--- config.mk ---
export PLATFORM = sky130hd
export DESIGN_NAME = psum_row_scheduler_flat
export DESIGN_NICKNAME = d
export VERILOG_FILES = /design/src/rtl/psum_row_scheduler_if.sv /design/src/rtl/psum_row_scheduler.sv /design/src/flat_wrapper.sv
export SDC_FILE = /design/constraint.sdc
export NUM_CORES = 1
export LEC_CHECK = 0
export CAP_MARGIN = 40
export CORE_ASPECT_RATIO = 1.4
export CORE_MARGIN = 2
export CORE_UTILIZATION = 31
export CTS_CLUSTER_SIZE = 16
export DETAILED_ROUTE_END_ITERATION = 10
export PLACE_DENSITY = 0.62
export SETUP_SLACK_MARGIN = 0.05
export SLEW_MARGIN = 25
export SYNTH_ARGS = -nofsm -noshare
export SYNTH_HDL_FRONTEND = slang
export SYNTH_SLANG_ARGS = --single-unit
--- constraint.sdc ---
create_clock -name clk -period 6.04 [get_ports clk]
set_clock_uncertainty 0.05 [all_clocks]
set_input_delay 1.208 -clock clk [delete_from_list [all_inputs] [get_ports clk]]
set_output_delay 1.208 -clock clk [all_outputs]
set_load 0.01 [all_outputs]
--- src/rtl/psum_row_scheduler_if.sv ---
// Handshake bundle between the adder-slot scheduler, PE array,
// membrane memory and spike buffer.
interface psum_row_scheduler_if #(
  parameter int NUM_PE   = 5,
  parameter int MP_WIDTH = 13,
  parameter int ROW_W    = 3,
  parameter int SLOT_W   = 3
);
  logic                       start;
  logic [NUM_PE-1:0]          ps_valid;
  logic [NUM_PE*MP_WIDTH-1:0] ps_data;
  logic [NUM_PE-1:0]          ps_ready;
  logic                       mp_rd_req;
  logic [ROW_W-1:0]           mp_rd_addr;
  logic                       mp_rd_valid;
  logic [MP_WIDTH-1:0]        mp_rd_data;
  logic                       mp_wr_valid;
  logic [ROW_W-1:0]           mp_wr_addr;
  logic [MP_WIDTH-1:0]        mp_wr_data;
  logic                       mp_wr_ready;
  logic                       spk_valid;
  logic [ROW_W+SLOT_W-1:0]    spk_addr;
  logic                       spk_ready;
  logic                       busy;
  logic                       step_done;
  logic                       first_step;

  modport master (
    output start, ps_valid, ps_data, mp_rd_valid, mp_rd_data,
    output mp_wr_ready, spk_ready,
    input  ps_ready, mp_rd_req, mp_rd_addr, mp_wr_valid,
    input  mp_wr_addr, mp_wr_data, spk_valid, spk_addr,
    input  busy, step_done, first_step
  );

  modport slave (
    input  start, ps_valid, ps_data, mp_rd_valid, mp_rd_data,
    input  mp_wr_ready, spk_ready,
    output ps_ready, mp_rd_req, mp_rd_addr, mp_wr_valid,
    output mp_wr_addr, mp_wr_data, spk_valid, spk_addr,
    output busy, step_done, first_step
  );
endinterface

--- src/rtl/psum_row_scheduler.sv ---
// Adder-slot row scheduler: collect PE partial sums, accumulate, threshold.
// Define LEAK_EN to subtract LEAK (floored at 0) before the threshold compare.
module psum_row_scheduler #(
  parameter int NUM_PE    = 5,
  parameter int MP_WIDTH  = 13,
  parameter int THRESHOLD = 16,
  parameter int NUM_ROWS  = 5,
  parameter int ROW_W     = 3,
  parameter int ADDER_NUM = 0,
  parameter int SLOT_W    = 3
`ifdef LEAK_EN
  , parameter int LEAK    = 1
`endif
) (
  input logic                 clk,
  input logic                 rst_n,
  psum_row_scheduler_if.slave bus
);

  typedef enum logic [2:0] {
    IDLE, COLLECT, FETCH, SUM, WRITE, SPIKE, ADVANCE
  } state_t;

  state_t                  state;
  logic [ROW_W-1:0]        row;
  logic [NUM_PE-1:0]       bitmap;
  logic [NUM_PE-1:0]       take;
  logic [NUM_PE-1:0]       bitmap_nxt;
  logic [MP_WIDTH-1:0]     psum [NUM_PE];
  logic [MP_WIDTH-1:0]     prior;
  logic [MP_WIDTH-1:0]     acc;
  logic [MP_WIDTH-1:0]     lk;
  logic [MP_WIDTH-1:0]     mp_nxt;
  logic                    spike_nxt;
  logic                    spike;
  logic                    first_step;
  logic                    rd_req;
  logic                    wr_valid;
  logic [MP_WIDTH-1:0]     wr_data;
  logic                    spk_valid;
  logic [ROW_W+SLOT_W-1:0] spk_addr;
  logic                    step_done;

  always_comb begin
    take       = bus.ps_valid & ~bitmap;
    bitmap_nxt = bitmap | take;
  end

  // Sum wraps modulo 2^MP_WIDTH by construction of acc's width
  always_comb begin
    acc = prior;
    for (int i = 0; i < NUM_PE; i++) begin
      acc = acc + psum[i];
    end
  end

  always_comb begin
`ifdef LEAK_EN
    lk = (acc > MP_WIDTH'(LEAK)) ? acc - MP_WIDTH'(LEAK) : '0;
`else
    lk = acc;
`endif
    spike_nxt = (32'(lk) >= THRESHOLD);
    mp_nxt    = spike_nxt ? lk - MP_WIDTH'(THRESHOLD) : lk;
  end

  always_ff @(posedge clk) begin
    if (!rst_n) begin
      state      <= IDLE;
      row        <= '0;
      bitmap     <= '0;
      prior      <= '0;
      spike      <= 1'b0;
      first_step <= 1'b1;
      rd_req     <= 1'b0;
      wr_valid   <= 1'b0;
      wr_data    <= '0;
      spk_valid  <= 1'b0;
      spk_addr   <= '0;
      step_done  <= 1'b0;
      for (int i = 0; i < NUM_PE; i++) begin
        psum[i] <= '0;
      end
    end else begin
      rd_req    <= 1'b0;
      step_done <= 1'b0;
      unique case (state)
        IDLE: begin
          if (bus.start) state <= COLLECT;
        end
        COLLECT: begin
          for (int i = 0; i < NUM_PE; i++) begin
            if (take[i]) psum[i] <= bus.ps_data[i*MP_WIDTH +: MP_WIDTH];
          end
          bitmap <= bitmap_nxt;
          if (&bitmap_nxt) begin
            if (first_step) begin
              prior <= '0;
              state <= SUM;
            end else begin
              rd_req <= 1'b1;
              state  <= FETCH;
            end
          end
        end
        FETCH: begin
          if (bus.mp_rd_valid) begin
            prior <= bus.mp_rd_data;
            state <= SUM;
          end
        end
        SUM: begin
          wr_data  <= mp_nxt;
          spike    <= spike_nxt;
          wr_valid <= 1'b1;
          state    <= WRITE;
        end
        WRITE: begin
          if (bus.mp_wr_ready) begin
            wr_valid <= 1'b0;
            if (spike) begin
              spk_valid <= 1'b1;
              spk_addr  <= {row, SLOT_W'(ADDER_NUM)};
              state     <= SPIKE;
            end else begin
              state <= ADVANCE;
            end
          end
        end
        SPIKE: begin
          if (bus.spk_ready) begin
            spk_valid <= 1'b0;
            state     <= ADVANCE;
          end
        end
        ADVANCE: begin
          bitmap <= '0;
          if (row < ROW_W'(NUM_ROWS - 1)) begin
            row   <= row + 1'b1;
            state <= COLLECT;
          end else begin
            row        <= '0;
            first_step <= 1'b0;
            step_done  <= 1'b1;
            state      <= IDLE;
          end
        end
        default: state <= IDLE;
      endcase
    end
  end

  assign bus.ps_ready    = (state == COLLECT) ? ~bitmap : '0;
  assign bus.mp_rd_req   = rd_req;
  assign bus.mp_rd_addr  = row;
  assign bus.mp_wr_valid = wr_valid;
  assign bus.mp_wr_addr  = row;
  assign bus.mp_wr_data  = wr_data;
  assign bus.spk_valid   = spk_valid;
  assign bus.spk_addr    = spk_addr;
  assign bus.busy        = (state != IDLE);
  assign bus.step_done   = step_done;
  assign bus.first_step  = first_step;

endmodule

--- src/flat_wrapper.sv ---
// flat-port wrapper written by rule: the top's interface ports become plain ports
module psum_row_scheduler_flat 
#(
  parameter int NUM_PE    = 5,
  parameter int MP_WIDTH  = 13,
  parameter int THRESHOLD = 16,
  parameter int NUM_ROWS  = 5,
  parameter int ROW_W     = 3,
  parameter int ADDER_NUM = 0,
  parameter int SLOT_W    = 3

)
  (clk, rst_n, bus_start, bus_ps_valid, bus_ps_data, bus_mp_rd_valid, bus_mp_rd_data, bus_mp_wr_ready, bus_spk_ready, bus_ps_ready, bus_mp_rd_req, bus_mp_rd_addr, bus_mp_wr_valid, bus_mp_wr_addr, bus_mp_wr_data, bus_spk_valid, bus_spk_addr, bus_busy, bus_step_done, bus_first_step);
  psum_row_scheduler_if #(.NUM_PE(NUM_PE), .MP_WIDTH(MP_WIDTH), .ROW_W(ROW_W), .SLOT_W(SLOT_W)) bus_i ();
  input logic clk;
  input logic rst_n;
  input wire logic [$bits(bus_i.start)-1:0] bus_start;
  input wire logic [$bits(bus_i.ps_valid)-1:0] bus_ps_valid;
  input wire logic [$bits(bus_i.ps_data)-1:0] bus_ps_data;
  input wire logic [$bits(bus_i.mp_rd_valid)-1:0] bus_mp_rd_valid;
  input wire logic [$bits(bus_i.mp_rd_data)-1:0] bus_mp_rd_data;
  input wire logic [$bits(bus_i.mp_wr_ready)-1:0] bus_mp_wr_ready;
  input wire logic [$bits(bus_i.spk_ready)-1:0] bus_spk_ready;
  output wire logic [$bits(bus_i.ps_ready)-1:0] bus_ps_ready;
  output wire logic [$bits(bus_i.mp_rd_req)-1:0] bus_mp_rd_req;
  output wire logic [$bits(bus_i.mp_rd_addr)-1:0] bus_mp_rd_addr;
  output wire logic [$bits(bus_i.mp_wr_valid)-1:0] bus_mp_wr_valid;
  output wire logic [$bits(bus_i.mp_wr_addr)-1:0] bus_mp_wr_addr;
  output wire logic [$bits(bus_i.mp_wr_data)-1:0] bus_mp_wr_data;
  output wire logic [$bits(bus_i.spk_valid)-1:0] bus_spk_valid;
  output wire logic [$bits(bus_i.spk_addr)-1:0] bus_spk_addr;
  output wire logic [$bits(bus_i.busy)-1:0] bus_busy;
  output wire logic [$bits(bus_i.step_done)-1:0] bus_step_done;
  output wire logic [$bits(bus_i.first_step)-1:0] bus_first_step;
  assign bus_i.start = bus_start;
  assign bus_i.ps_valid = bus_ps_valid;
  assign bus_i.ps_data = bus_ps_data;
  assign bus_i.mp_rd_valid = bus_mp_rd_valid;
  assign bus_i.mp_rd_data = bus_mp_rd_data;
  assign bus_i.mp_wr_ready = bus_mp_wr_ready;
  assign bus_i.spk_ready = bus_spk_ready;
  assign bus_ps_ready = bus_i.ps_ready;
  assign bus_mp_rd_req = bus_i.mp_rd_req;
  assign bus_mp_rd_addr = bus_i.mp_rd_addr;
  assign bus_mp_wr_valid = bus_i.mp_wr_valid;
  assign bus_mp_wr_addr = bus_i.mp_wr_addr;
  assign bus_mp_wr_data = bus_i.mp_wr_data;
  assign bus_spk_valid = bus_i.spk_valid;
  assign bus_spk_addr = bus_i.spk_addr;
  assign bus_busy = bus_i.busy;
  assign bus_step_done = bus_i.step_done;
  assign bus_first_step = bus_i.first_step;
  psum_row_scheduler #(.NUM_PE(NUM_PE), .MP_WIDTH(MP_WIDTH), .THRESHOLD(THRESHOLD), .NUM_ROWS(NUM_ROWS), .ROW_W(ROW_W), .ADDER_NUM(ADDER_NUM), .SLOT_W(SLOT_W)) u_core (.clk(clk), .rst_n(rst_n), .bus(bus_i));
endmodule
* Word level (Yosys, flattened, before mapping)
Memories as Yosys holds them, arrays and structs flattened.
Cells that the tools add are included.
** Cells by class
- $add $sub $neg :: 7
- Order comparisons :: 2
- Eq/ne operators :: 13
- Multiplexer cells :: 51
- Bitwise operators :: 9
- Reductions and logical operators :: 15
** Operators with widths (count)
- two-way mux 13 bit :: 9
- adder 13 bit :: 5
- two-way mux 1 bit :: 29
- case mux 13 bit (2 select lines) :: 1
- case mux 3 bit (7 select lines) :: 1
- two-way mux 3 bit :: 6
- greater-or-equal comparator 13 x 5 -> 1 bit, second input constant :: 1
- subtractor 13 x 5 -> 13 bit, second input constant :: 1
- case mux 5 bit (2 select lines) :: 1
- AND reduction 5 bit :: 2
- == test 3 bit, second input constant :: 3
- != test 2 bit, second input constant :: 4
- AND reduction 4 bit :: 2
- nonzero test 2 bit :: 4
- AND reduction 7 bit :: 1
- == test 3 x 2 -> 1 bit, second input constant :: 2
- != test 2 x 1 -> 1 bit, second input constant :: 3
- AND reduction 2 bit :: 3
- bitwise AND 5 bit :: 1
- two-way mux 5 bit :: 1
- inverter 5 bit :: 1
- bitwise OR 1 bit :: 5
- bitwise OR 5 bit :: 1
- case mux 1 bit (2 select lines) :: 2
- 8 further kinds :: 8
** Storage, ports and cells
- Register bits after elaboration :: 46
- RAM bits :: 65
- Input port bits :: 89
- Output and inout bits :: 36
- Word-level logic and storage cells :: 110
- Memories :: 1
** Memories
- u_core.psum :: depth 5, width 13, read ports 5, clocked after memory_dff 0, write ports 5, RTL line psum_row_scheduler.sv:29 : logic [MP_WIDTH-1:0] psum [NUM_PE];

* Depth between registers and ports, before layout
Gate-level depths: netlist (run 1).
An unclocked memory read counts as a cell.
- Depth after elaboration :: 8
- Gate-level depth with buffers :: 19
- Mapped depth without buffers :: 18

* Worst setup path after synthesis (run 1)
OpenSTA, ideal clock, no wires.
- Kind :: reg2reg
- Start :: register u_core.prior[2]
- End :: register u_core.wr_data[4], in the netlist u_core.bus.mp_wr_data[4]
- Setup time :: 0.132 ns
- Data arrival time :: 4.456 ns
- Data required time :: 5.858 ns
- Setup slack :: 1.402 ns
- Stages on the path, launching flop included :: 18
- Path buffers :: 1
- Clock period less this slack :: 4.638 ns
- Cell sequence :: dfxtp_1 -> inv_1 -> fa_1 -> inv_1 -> fa_1 -> inv_1 -> fa_1 -> inv_1 -> ha_1 -> fa_1 -> a211oi_2 -> o21ai_1 -> a311oi_4 -> o21ai_2 -> or4b_1 -> buf_2 -> o211ai_1 -> a21oi_1
** Between the ends
- Word-level cells in the longest chain between the ends :: 7
- Elaborated cells between the ends (all ways) :: 8
- Classes of those cells :: add/sub (6); order compare (1); mux (1)
** Ends and longest elaborated chain
- start, declared :: RTL line psum_row_scheduler.sv:30 : logic [MP_WIDTH-1:0] prior;
- start signal, assigned :: RTL line psum_row_scheduler.sv:108 : prior <= bus.mp_rd_data;
- adder 13 bit * (5 in series) :: RTL line psum_row_scheduler.sv:53 : acc = acc + psum[i];
- subtractor 13 x 5 -> 13 bit / greater-or-equal comparator 13 x 5 -> 1 bit (equally long branches) :: RTL line psum_row_scheduler.sv:64, psum_row_scheduler.sv:63
- two-way mux 13 bit * :: RTL line psum_row_scheduler.sv:64 : mp_nxt = spike_nxt ? lk - MP_WIDTH'(THRESHOLD) : lk;
- end signal, assigned :: RTL line psum_row_scheduler.sv:113 : wr_data <= mp_nxt;
- end, declared :: RTL line psum_row_scheduler.sv:39 : logic [MP_WIDTH-1:0] wr_data;
Mark *: on every way between the ends. The rest lies on a longest branch, timed or not.
A chain may end at the register's enable or synchronous reset.

* Worst setup path in the final report (run 1)
- Start :: register u_core.prior[2]
- End :: register u_core.spike
** Between the ends
- Word-level cells in the longest chain between the ends :: 6
** Ends and longest elaborated chain
- adder 13 bit (5 in series) :: RTL line psum_row_scheduler.sv:53
- greater-or-equal comparator 13 x 5 -> 1 bit :: RTL line psum_row_scheduler.sv:63 : spike_nxt = (32'(lk) >= THRESHOLD);
- end signal, assigned :: RTL line psum_row_scheduler.sv:114 : spike <= spike_nxt;
- end, declared :: RTL line psum_row_scheduler.sv:35 : logic spike;
No other way between the ends.

==> summary.md, run 1 <==
| Metric | Value |
|---|---|
| Post-Route WL | 14,910 microns |
| Met3 wire length | 658 microns |
| Post-DRT Antenna Nets | 0 |
| Seq cells post-synth | ~110 |
| Die area | 22,160 sq um |
| Synthesized area | roughly 6500 sq um |
| Largest family of logic cells by synthesized area | adder cells |
| Netlist cell types | 60 |
| CTS Sinks | 111 |
| First-pass GRT wire length | 23,450 microns |
| Final Util | roughly 40% |
| Site row count | 62 |
| Synthesized instance count | 645 |
| NetSw | 1.626 mW |
| CTS tree | built |
| Synth Area in Compound Gates | 9.969% |
| Largest net degree at the start of global routing | 66 |
| # DRC | 0 |
| Antenna diode count | 0 |
| Nets@finish | approximately 900 |
| Port buffer count | 121 |
| I/O pin cnt | 125 |
| Seq pwr share | 25.4% |
| Switching part of the total | a little over two fifths |
| Post-synth top flop | edfxtp_1 |
| Worst Path Arrival | about 5 ns |
| Synthesis Warnings | 0 |
| Chip height | 175.4 microns |
| Slowest library cell on the worst path | or4b_1 |
| Drt wl/cell | 14.74 microns |
| H-tree depth | 3 |
| Clk pwr share | 14.8% |
| Tcrit/Tclk final | between 80 and 90% |
| Share of post-route cells with drive strength above 1 | 3.968% |
| Final setup viols | 0 |
| Hold buffers post-CTS | 0 |
| CP max FO | 7 |
| Internal power | 2.114 mW |
| Max clock buf depth | 2 |
| Commonest non-fill, non-tap cell in the layout | clkdlybuf4s50_1 |
| Run status | complete, no violations |
| CP Class | flop to flop |
| GRT overflow | 0 |
| Required @ worst endpoint | 6.19 ns |
| Die width | 126.4 microns |
| GPL Wtd Cong | between 0.7 and 0.8 |
| Crit-path cells | inv_1, fa_1, inv_1, fa_1, inv_1, fa_1, inv_1, ha_1, fa_1, a211oi_2, o21ai_1, a311oi_4, o21ai_2, or4b_1, nor2_2, a211oi_1 |
| Setup crit end kind | flop |
| Met2 routed WL | 7605 microns |
| Cell taking the most area after synthesis | edfxtp_1 |
| TritonCTS buffer count | 9 |
| Avg Cell Area, Syn | 10.08 sq um |
| Total track usage | 13.72% |
| Via density | roughly 4.5 |
| Pleak | 3.290 nW |
| WL met1 | 6265 microns |
| Placed cells | around 1,000 |
| Comb power frac | 59.8% |
| Final instance count without filler cells | 1,012 |
| Crit-path max cell delay | roughly 0.63 ns |
| Max Used Layer | met4 |
| Worst VDD drop | roughly 0.28 mV |
| RSZ-0062 raised after global routing | no |
| Initial DRT Pass Iterations | 6 |
| Final hold slack | 0.4096 ns |
| Register area | 2873 sq um |
| Worst-Margin Slew | roughly 0.84 ns |
| Total number of vias | 4,580 |
| Register area share after synthesis | between 40 and 50% |
| Fillers | about 2,000 |
| Final-report hold violation count | 0 |
| Area of the multi-input gates | 3064 sq um |
| Setup Total Neg Slack | 0 ns |
| Drt initial violations | 172 |
| CTS resizes | 0 |
| Fin. max-slew vios | 0 |
| Rel. slew slack | 43.74% |
| Worst Hold Class | flop to flop |
| Post-Synth XOR/XNOR Area | 1.963% |
| Most frequent cells in the layout | 121 x clkdlybuf4s50_1, 115 x inv_1, 68 x and2_1 |
| Max frequency | approximately 200 MHz |
| Max cap viols | 0 |
| Post-DP HPWL | 11,600 microns |
| Clock root buffer master | clkbuf_16 |
| Mux cell area share after synthesis | less than 1% |
| Period minus WS final | 4.975 ns |
| Synth top area share | between 30% and 40% |
| P per Cell Area | around 460 nW/um^2 |
| Number of global-route vias before repair | 4,597 |
| Crit path launch type | flop |
| Effective utilization at floorplan | 31.63% |
| Top post-synthesis cells by area | edfxtp_1 30%, fa_1 14%, dfxtp_1 14%, inv_1 6.6%, and2_1 6.5% |
| Initial antenna violation count | 0 |
| Post-synth EDFFs | 65 |
| Core region area | 20,560 sq um |
| Clk Latency, worst-skew pair | 0.36 ns |
| Post-Synth Adder-Cell Area | 17.17% |
| Post-CTS Setup Bufs | 0 |
| Layout area overhead | 26.29% |
| Asr flop ratio synth | 0% |
| Clock transition at path regs | 0.08 ns |
| Simple-Gate Fraction of Synth Area | between 10% and 20% |
==> logic make-up (layout without fill, tap and decap cells) <==
logic type | Yosys count | in the layout
buffers and inverters | 149 | 258
muxes | 5 | 5
xor gates and xnor gates | 13 | 13
DFF | 111 | 111
adders and majority gates | 61 | 61
other | 1 | 3
AOI/OAI and AO/OA | 100 | 100
and+or+nand+nor | 205 | 205
==> worst paths after layout <==
kind	depth (start not counted)	start	endpoint	slack (ns)
worst max-delay path	16	u_core.prior[2]$_SDFFE_PN0P_	u_core.spike$_SDFFE_PN0N_	1.07
worst max register to register	16	u_core.prior[2]$_SDFFE_PN0P_	u_core.spike$_SDFFE_PN0N_	1.07
worst min-delay path	2	u_core.prior[8]$_SDFFE_PN0P_	u_core.prior[8]$_SDFFE_PN0P_	0.41
worst min register to register	2	u_core.prior[8]$_SDFFE_PN0P_	u_core.prior[8]$_SDFFE_PN0P_	0.41
==> registers in the layout (all words and copies together) (netlist names), 3 cells and up <==
signal and cells:
u_core.psum 65, u_core.bus.spk_addr 3, u_core.bus.mp_rd_addr 3, u_core.prior 13, u_core.state 3, u_core.bitmap 5
u_core.bus.mp_wr_data 13
==> power groups by stage <==
stage                     sequential, mW  combinational, mW  clock, mW
after CTS                          0.951               2.26      0.568
after floorplan                    0.955               1.72          0
after global placement             0.966               2.21          0
after detailed placement           0.968               2.24          0
final                              0.950               2.24      0.555
after global routing               0.960               2.51      0.597
==> through the flow <==
step                cell area, sq um  total power [mW]  worst slack [ns]
floorplan                       6509             2.674             1.402
global placement                7928             3.179             1.160
detailed placement              7934             3.211             1.065
CTS                             8199             3.777             1.048
global route                    8210             4.066            0.7500
finish                          8210             3.740             1.065
==> worst max-delay path: cells and delay by family, from the launching register on <==
kind            cells  cell delay [ns]
compound gates      5             1.10
fa+ha+maj           5             2.28
buf+inv             4             0.22
flops               1             0.33
simple gates        2             0.83
==> synth_stat cells (2+ instances only) <==
cell,count
inv_1,115
and2_1,68
edfxtp_1,65
fa_1,47
dfxtp_1,46
nand2_1,45
a21oi_1,37
nor2_1,30
clkbuf_1,19
nand3_1,18
ha_1,14
o21ai_0,12
xnor2_1,12
buf_4,9
nor3_1,9
o21ai_1,9
nand2b_1,6
o21a_1,6
nor4_1,5
o22ai_1,5
and3_1,4
mux2i_1,4
nor2b_1,4
a211oi_1,3
a21o_1,3
a22oi_1,3
a31oi_1,3
buf_2,3
o211ai_1,3
a211o_1,2
a211oi_2,2
nand4_1,2
o21bai_1,2
or2_1,2
or3_1,2
or3b_1,2
==> area by class of cell <==
class                           count  area share [%]
Multi-Input combinational cell    387           37.32
Sequential cell                   111           34.99
Timing Repair Buffer              126           15.25
Inverter                          116           5.303
Tap cell                          256           3.901
Clock buffer                       11           2.835
Clock inverter                      5          0.3962
==> layer usage <==
metal | track usage [%] | up-vias
met1 | 16.54 | 2129
met5 | 0 | -
met3 | 2.163 | 22
met4 | 5.769 | 0
met2 | 24.18 | 134
li1 | - | 2295
(Power assumes the default switching activity.)
==> inputs of run 2 (changes only) <==
clock period = 4.95 ns   (was 6.04 ns; I/O delays follow)
==> run 2 against run 1 <==
Net effect:
- via count grew 0.59%
- largest cell class unchanged
- non-clock buffer count grew 1
- worst hold slack worse by 0.0037 ns
- largest power group unchanged
- critical endpoint unchanged
- global-route usage rose by 0.26 points
- flip-flop and latch count unchanged
- first-iteration DRC count grew 45%
- clock power is 38% higher
- highest routed layer unchanged
- total power increased by 26%
- final cell count about the same
- final area rose by 0.88%
- worst setup slack lost 0.75 ns
- clock-buffer cell count is 2 lower
==> summary.md, run 2 (synthesized netlist as in run 1, its figures left out) <==
| Metric | Value |
|---|---|
| Run status | complete, no violations |
| Most frequent cells in the layout | 121 x clkdlybuf4s50_1, 115 x inv_1, 68 x and2_1 |
| Clk pwr share | 16.2% (+1.4 points) |
| Final hold slack | 0.4059 ns (-0.003689 ns) |
| Largest net degree at the start of global routing | 66 (unchanged) |
| Initial antenna violation count | 0 (unchanged) |
| First-pass GRT wire length | 24,140 microns (+2.9%) |
| Pleak | 3.316 nW (+0.79%) |
| Worst Path Arrival | 4.80 ns (-0.33 ns) |
| Max clock buf depth | 2 (unchanged) |
| Hold buffers post-CTS | 0 (unchanged) |
| Met3 usage | 2.193% (+0.030 points) |
| Comb power frac | 59.2% (-0.6 points) |
| I/O pin cnt | 125 (unchanged) |
| Core region area | 20,560 sq um (unchanged) |
| Internal power | 2.681 mW (+27%) |
| Final Util | 40.29% (+0.35 points) |
| Setup Total Neg Slack | 0 ns (unchanged) |
| Post-Route WL | 15,210 microns (+2.0%) |
| Die area | 22,160 sq um (unchanged) |
| Worst VDD drop | 0.3123 mV (+9.7%) |
| Worst-Margin Slew | 0.8033 ns (-0.03967 ns) |
| Port buffer count | 121 (unchanged) |
| Total number of vias | 4,607 (+0.59%) |
| Clock transition at path regs | 0.08 ns (about the same) |
| Required @ worst endpoint | 5.11 ns (-1.08 ns) |
| GR Layer Usage met2 | 25.22% (+1.0 points) |
| Seq pwr share | 24.6% (-0.8 points) |
| Critical hold path startpoint | u_core.prior[2]$_SDFFE_PN0P_ |
| RSZ-0062 raised after global routing | no |
| Met1 Use GR | 16.94% (+0.40 points) |
| GPL Wtd Cong | 0.7896 (+0.91%) |
| Drt initial violations | 250 (+45%) |
| Rel. slew slack | 46.28% (+2.5 points) |
| Fillers | 1,996 (-0.050%) |
| Antenna diode count | 0 (unchanged) |
| Chip height | 175.4 microns (unchanged) |
| Max frequency | 215.6 MHz (+7.2%) |
| Post-DRT Antenna Nets | 0 (unchanged) |
| Max cap viols | 0 (unchanged) |
| Commonest non-fill, non-tap cell in the layout | clkdlybuf4s50_1 |
| CP max FO | 7 (unchanged) |
| Most used routing layer | met2 |
| Reg with most FFs | u_core.psum |
| Max reg flops | 65 (unchanged) |
| Total track usage | 13.98% (+0.26 points) |
| Register area | 2873 sq um (unchanged) |
| Reg2reg start | u_core.prior[2]$_SDFFE_PN0P_ |
| Site row count | 62 (unchanged) |
| Nets@finish | 902 (+0.11%) |
| Final-report hold violation count | 0 (unchanged) |
| NetSw | 2.033 mW (+25%) |
| Switching part of the total | 43.12% (-0.34 points) |
| Area of the multi-input gates | 3074 sq um (+0.33%) |
| Post-CTS Setup Bufs | 0 (unchanged) |
| Drt wl/cell | 15.02 microns (+1.9%) |
| Setup crit end kind | flop |
| Post-DP HPWL | 11,790 microns (+1.6%) |
| Crit path launch type | flop |
| CTS resizes | 0 (unchanged) |
| Clock root buffer master | clkbuf_16 |
| Effective utilization at floorplan | 31.63% (unchanged) |
| Share of post-route cells with drive strength above 1 | 4.756% (+0.79 points) |
| Clk Latency, worst-skew pair | 0.36 ns (about the same) |
| TritonCTS buffer count | 9 (unchanged) |
| Tcrit/Tclk final | 93.71% (+11 points) |
| Post-layout instance area | 8283 sq um (+0.88%) |
| # DRC | 0 (unchanged) |
| P per Cell Area | 569.1 nW/um^2 (+25%) |
| Layout area overhead | 27.41% |
| CP Class | flop to flop |
| Via density | 4.548 (+0.49%) |
| Die width | 126.4 microns (unchanged) |
| Timing startpoint of the critical path | u_core.prior[2]$_SDFFE_PN0P_ |
| Initial DRT Pass Iterations | 4 (-2) |
| Worst Hold Class | flop to flop |
| Fin. max-slew vios | 0 (unchanged) |
| CTS tree | built |
| GRT overflow | 0 (unchanged) |
| DP Area | 7964 sq um (+0.38%) |
| Number of global-route vias before repair | 4,680 (+1.8%) |
| Period minus WS final | 4.639 ns (-0.3359 ns) |
| CTS Sinks | 111 (unchanged) |
| H-tree depth | 3 (unchanged) |
| Final setup viols | 0 (unchanged) |
run 2: cell types whose count changed in the layout (fill, tap and decap cells not counted), sizes merged:
cell | before | now
bufinv | 0 | 1
clkinv | 3 | 2
inv | 118 | 119
clkinvlp | 0 | 1
clkbuf | 11 | 9
buf | 5 | 6
run 2: worst max-delay path: stages (launching register included):
cell,delay (ns)
dfxtp_1,0.33
inv_1,0.06
fa_1,0.52
inv_1,0.05
fa_1,0.53
inv_1,0.05
fa_1,0.52
inv_1,0.04
ha_1,0.23
fa_2,0.40
a211oi_2,0.28
o21ai_1,0.15
a311oi_4,0.33
o21ai_2,0.11
or4b_4,0.55
nor2_2,0.19
a211oi_1,0.10
run 2: worst paths after layout:
check                                       to  slack (ns)  cells past startpoint
setup / recovery     u_core.spike$_SDFFE_PN0N_        0.31                     16
hold reg to reg   u_core.prior[2]$_SDFFE_PN0P_        0.41                      2
setup reg to reg     u_core.spike$_SDFFE_PN0N_        0.31                     16
hold / removal    u_core.prior[2]$_SDFFE_PN0P_        0.41                      2
run 2: final cells by class:
| cell class | instances | share of cell area, % |
|---|---|---|
| Multi-Input combinational cell | 387 | 37.11 |
| Tap cell | 256 | 3.867 |
| Timing Repair Buffer | 127 | 15.30 |
| Clock buffer | 9 | 2.719 |
| Clock inverter | 7 | 1.057 |
| Sequential cell | 111 | 34.68 |
| Inverter | 116 | 5.257 |
run 2: power by group through the flow:
stage / Clock, mW / Combinational [mW] / Sequential, mW
floorplan: 0 / 2.10 / 1.16
global placement: 0 / 2.73 / 1.18
detailed placement: 0 / 2.79 / 1.18
CTS: 0.783 / 2.82 / 1.16
global route: 0.816 / 3.17 / 1.17
finish: 0.765 / 2.79 / 1.16
run 2: per-layer routing:
layer  routed length, microns  share of wire [%]
met1                     6339                 42
met4                      278                1.8
met2                     7982                 52
met3                      611                4.0
met5                        0                  0
run 2: stage by stage:
stage                     instances  setup WS, ns  total power [mW]
final                          1013        0.3112             4.714
after global routing           1013       0.05266             5.161
after CTS                      1013       0.05196             4.760
after detailed placement        997       0.07607             3.972
after global placement          995        0.1443             3.912
after floorplan                 647        0.3118             3.263
==> RTL edit: new RTL, flow settings as in run 2 <==
Re-encode `state_t` (7 states) as Gray code, 3 bits wide.
--- a/src/rtl/psum_row_scheduler.sv
+++ b/src/rtl/psum_row_scheduler.sv
@@ -20,3 +20,3 @@
   typedef enum logic [2:0] {
-    IDLE, COLLECT, FETCH, SUM, WRITE, SPIKE, ADVANCE
+    IDLE = 3'b000, COLLECT = 3'b001, FETCH = 3'b011, SUM = 3'b010, WRITE = 3'b110, SPIKE = 3'b111, ADVANCE = 3'b101
   } state_t;
Function: no difference found for any inputs over 4 cycles, from zero or initial values and one cycle with rst_n low; so few cycles prove little.
==> RTL edit against run 2 <==
- via count rose by 5.1%
- wire length rose by 3.4%
- die area rose by 0.84%
- first-iteration DRC count fell by 11%
- cell count rose by 2.5%
- sequential share of layout area fell by 0.62 points
- synthesized cell count rose by 1.7%
- area after synthesis rose by 0.87%
- critical path depth rose by 1
- sequential cell count did not move
- final area rose by 1.8%
- worst setup slack got worse by 0.14 ns
Power is not shown: default switching activity piles up to over one toggle a cycle in this logic, so the estimate is an artifact.
==> RTL edit: results (changes against run 2) <==
| Metric | Value |
|---|---|
| Initial antenna violation count | `1 (+1)` |
| Worst R2R Path Depth | `17 (+1)` |
| WP data arrival | `4.97 ns (+0.17 ns)` |
| Worst hold path endpoint | `u_core.prior[4]` |
| Worst-skew pair later-pin latency | `roughly 0.35 ns` |
| Share of layout cells above drive strength 1 | `6.306% (+1.6 points)` |
| Post-DP HPWL | `11.76 mm (-0.24%)` |
| Async set-reset flop share out of synthesis | `0% (unchanged)` |
| Vias per cell | `4.664 (+2.5%)` |
| Synth cell types | `57 (-5.0%)` |
| Htree depth | `3 (unchanged)` |
| Max reg flops | `65 (unchanged)` |
| Top cells by area, synth | `edfxtp_1 30%, fa_1 14%, dfxtp_1 14%` |
| Hold path start | `u_core.prior[4]` |
| Largest net degree at the start of global routing | `66 (unchanged)` |
| Root buf cell | `clkbuf_16` |
| Final Max Slew Viols | `0 (unchanged)` |
| Cts bufs inserted | `9 (unchanged)` |
| First-pass GRT wire length | `24.86 mm (+3.0%)` |
| Fillers | `2118 (+6.1%)` |
| FF-to-FF Start | `u_core.prior[2]` |
| Vias in the first global route | `4828 (+3.2%)` |
| Tot GR Track Use | `14.45% (+0.46 points)` |
| IO Port Bufs | `121 (unchanged)` |
| RR Endpoint | `u_core.bus.mp_wr_data[8]` |
| Post-synth EDFFs | `65 (unchanged)` |
| Outcome | `completed` |
| Syn. warnings | `0 (unchanged)` |
| Sequential fraction of the synthesis area | `43.81% (-0.38 points)` |
| Top reg by flops | `u_core.psum` |
| Worst-Margin Slew | `0.7926 ns (-0.01074 ns)` |
| Hold Path Class | `reg -> reg` |
| Routed len/inst | `15.15 um (+0.89%)` |
| Final weighted congestion in routability-driven placement | `0.8534 (+8.1%)` |
| Pre-Repair DR Iteration Count | `5 (+1)` |
| Top cells by instance count after synthesis | `117 x inv_1, 66 x and2_1, 65 x edfxtp_1` |
| DRT iter0 DRCs | `223 (-11%)` |
| Nets | `922 (+2.2%)` |
| Hold path depth | `2 (unchanged)` |
| CP max FO | `6 (-1)` |
| Register-to-register setup slack | `0.17 ns (-0.14 ns)` |
| Reg clk slew, reported paths | `about 0.070 ns` |
[RTL edit: cell type report]
class                           instances  share of cell area, %
Clock buffer                           11                  3.011
Clock inverter                          5                 0.6527
Sequential cell                       111                  34.06
Inverter                              118                  5.251
Antenna cell                            1                0.02967
Timing Repair Buffer                  137                  15.96
Multi-Input combinational cell        395                  37.18
Tap cell                              260                  3.857
[RTL edit: worst max-delay path: stages (launching register included)]
cell and delay [ns]:
dfxtp_1 0.33, inv_1 0.06, fa_1 0.53, inv_1 0.06, fa_1 0.53, inv_1 0.05, fa_1 0.52, inv_1 0.04
ha_1 0.23, fa_2 0.38, a21oi_2 0.20, or3_4 0.16, a21oi_2 0.07, or4_4 0.50, a211oi_4 0.35, o211ai_4 0.17
and3_1 0.18, a311o_1 0.26
[RTL edit: per-layer routing]
layer | share of wire [%] | routed length, um | vias to the layer above | track usage [%]
met4 | 3.0 | 472 | 0 | 6.136
met1 | 40 | 6366 | 2325 | 17.53
met5 | 0 | 0 | - | 0
met2 | 53 | 8330 | 124 | 25.52
li1 | - | - | 2363 | -
met3 | 3.5 | 556 | 29 | 2.091
[RTL edit: worst max-delay path by stage]
stage                    start                   endpoint  slack, ns  cells after the start
2_1_floorplan  u_core.prior[2]  u_core.bus.mp_wr_data[10]       0.29                     18
3_3_place_gp   u_core.prior[2]   u_core.bus.mp_wr_data[8]       0.15                     17
3_5_place_dp   u_core.prior[2]   u_core.bus.mp_wr_data[8]       0.06                     17
4_1_cts        u_core.prior[2]   u_core.bus.mp_wr_data[8]       0.05                     17
5_1_grt        u_core.prior[2]   u_core.bus.mp_wr_data[8]       0.03                     17
6_report       u_core.prior[2]   u_core.bus.mp_wr_data[8]       0.17                     17
[RTL edit: cell families after synthesis]
kind of cell | count (synthesis) | share of synthesized area [%]
buf+inv | 153 | 9.349
flops | 111 | 43.81
xor+xnor | 14 | 1.870
simple gates | 209 | 16.83
compound gates | 103 | 10.44
fa+ha+maj | 61 | 17.02
mux | 4 | 0.6297
other cells | 1 | 0.05719
[RTL edit: stage by stage]
stage | std cells | hold slack [ns] | setup WS (ns) | utilization, % | area [um2]
after floorplan | 658 | 0.3819 | 0.2861 | - | 6565
after global placement | 1013 | 0.3896 | 0.1515 | 38.26 | 8021
after detailed placement | 1015 | 0.3938 | 0.05665 | 38.35 | 8040
after CTS | 1031 | 0.4037 | 0.05398 | 39.82 | 8349
after global routing | 1038 | 0.4201 | 0.03271 | 40.23 | 8434
final | 1038 | 0.4025 | 0.1732 | 40.23 | 8434
[RTL edit: what timing repair did]
action | in CTS | in global routing
buffers inserted | 0 | 3
hold buffers | 0 | 0
hold endpoints to repair | 0 | 0
gates resized for setup | 0 | 6
setup endpoints to repair | 0 | 5
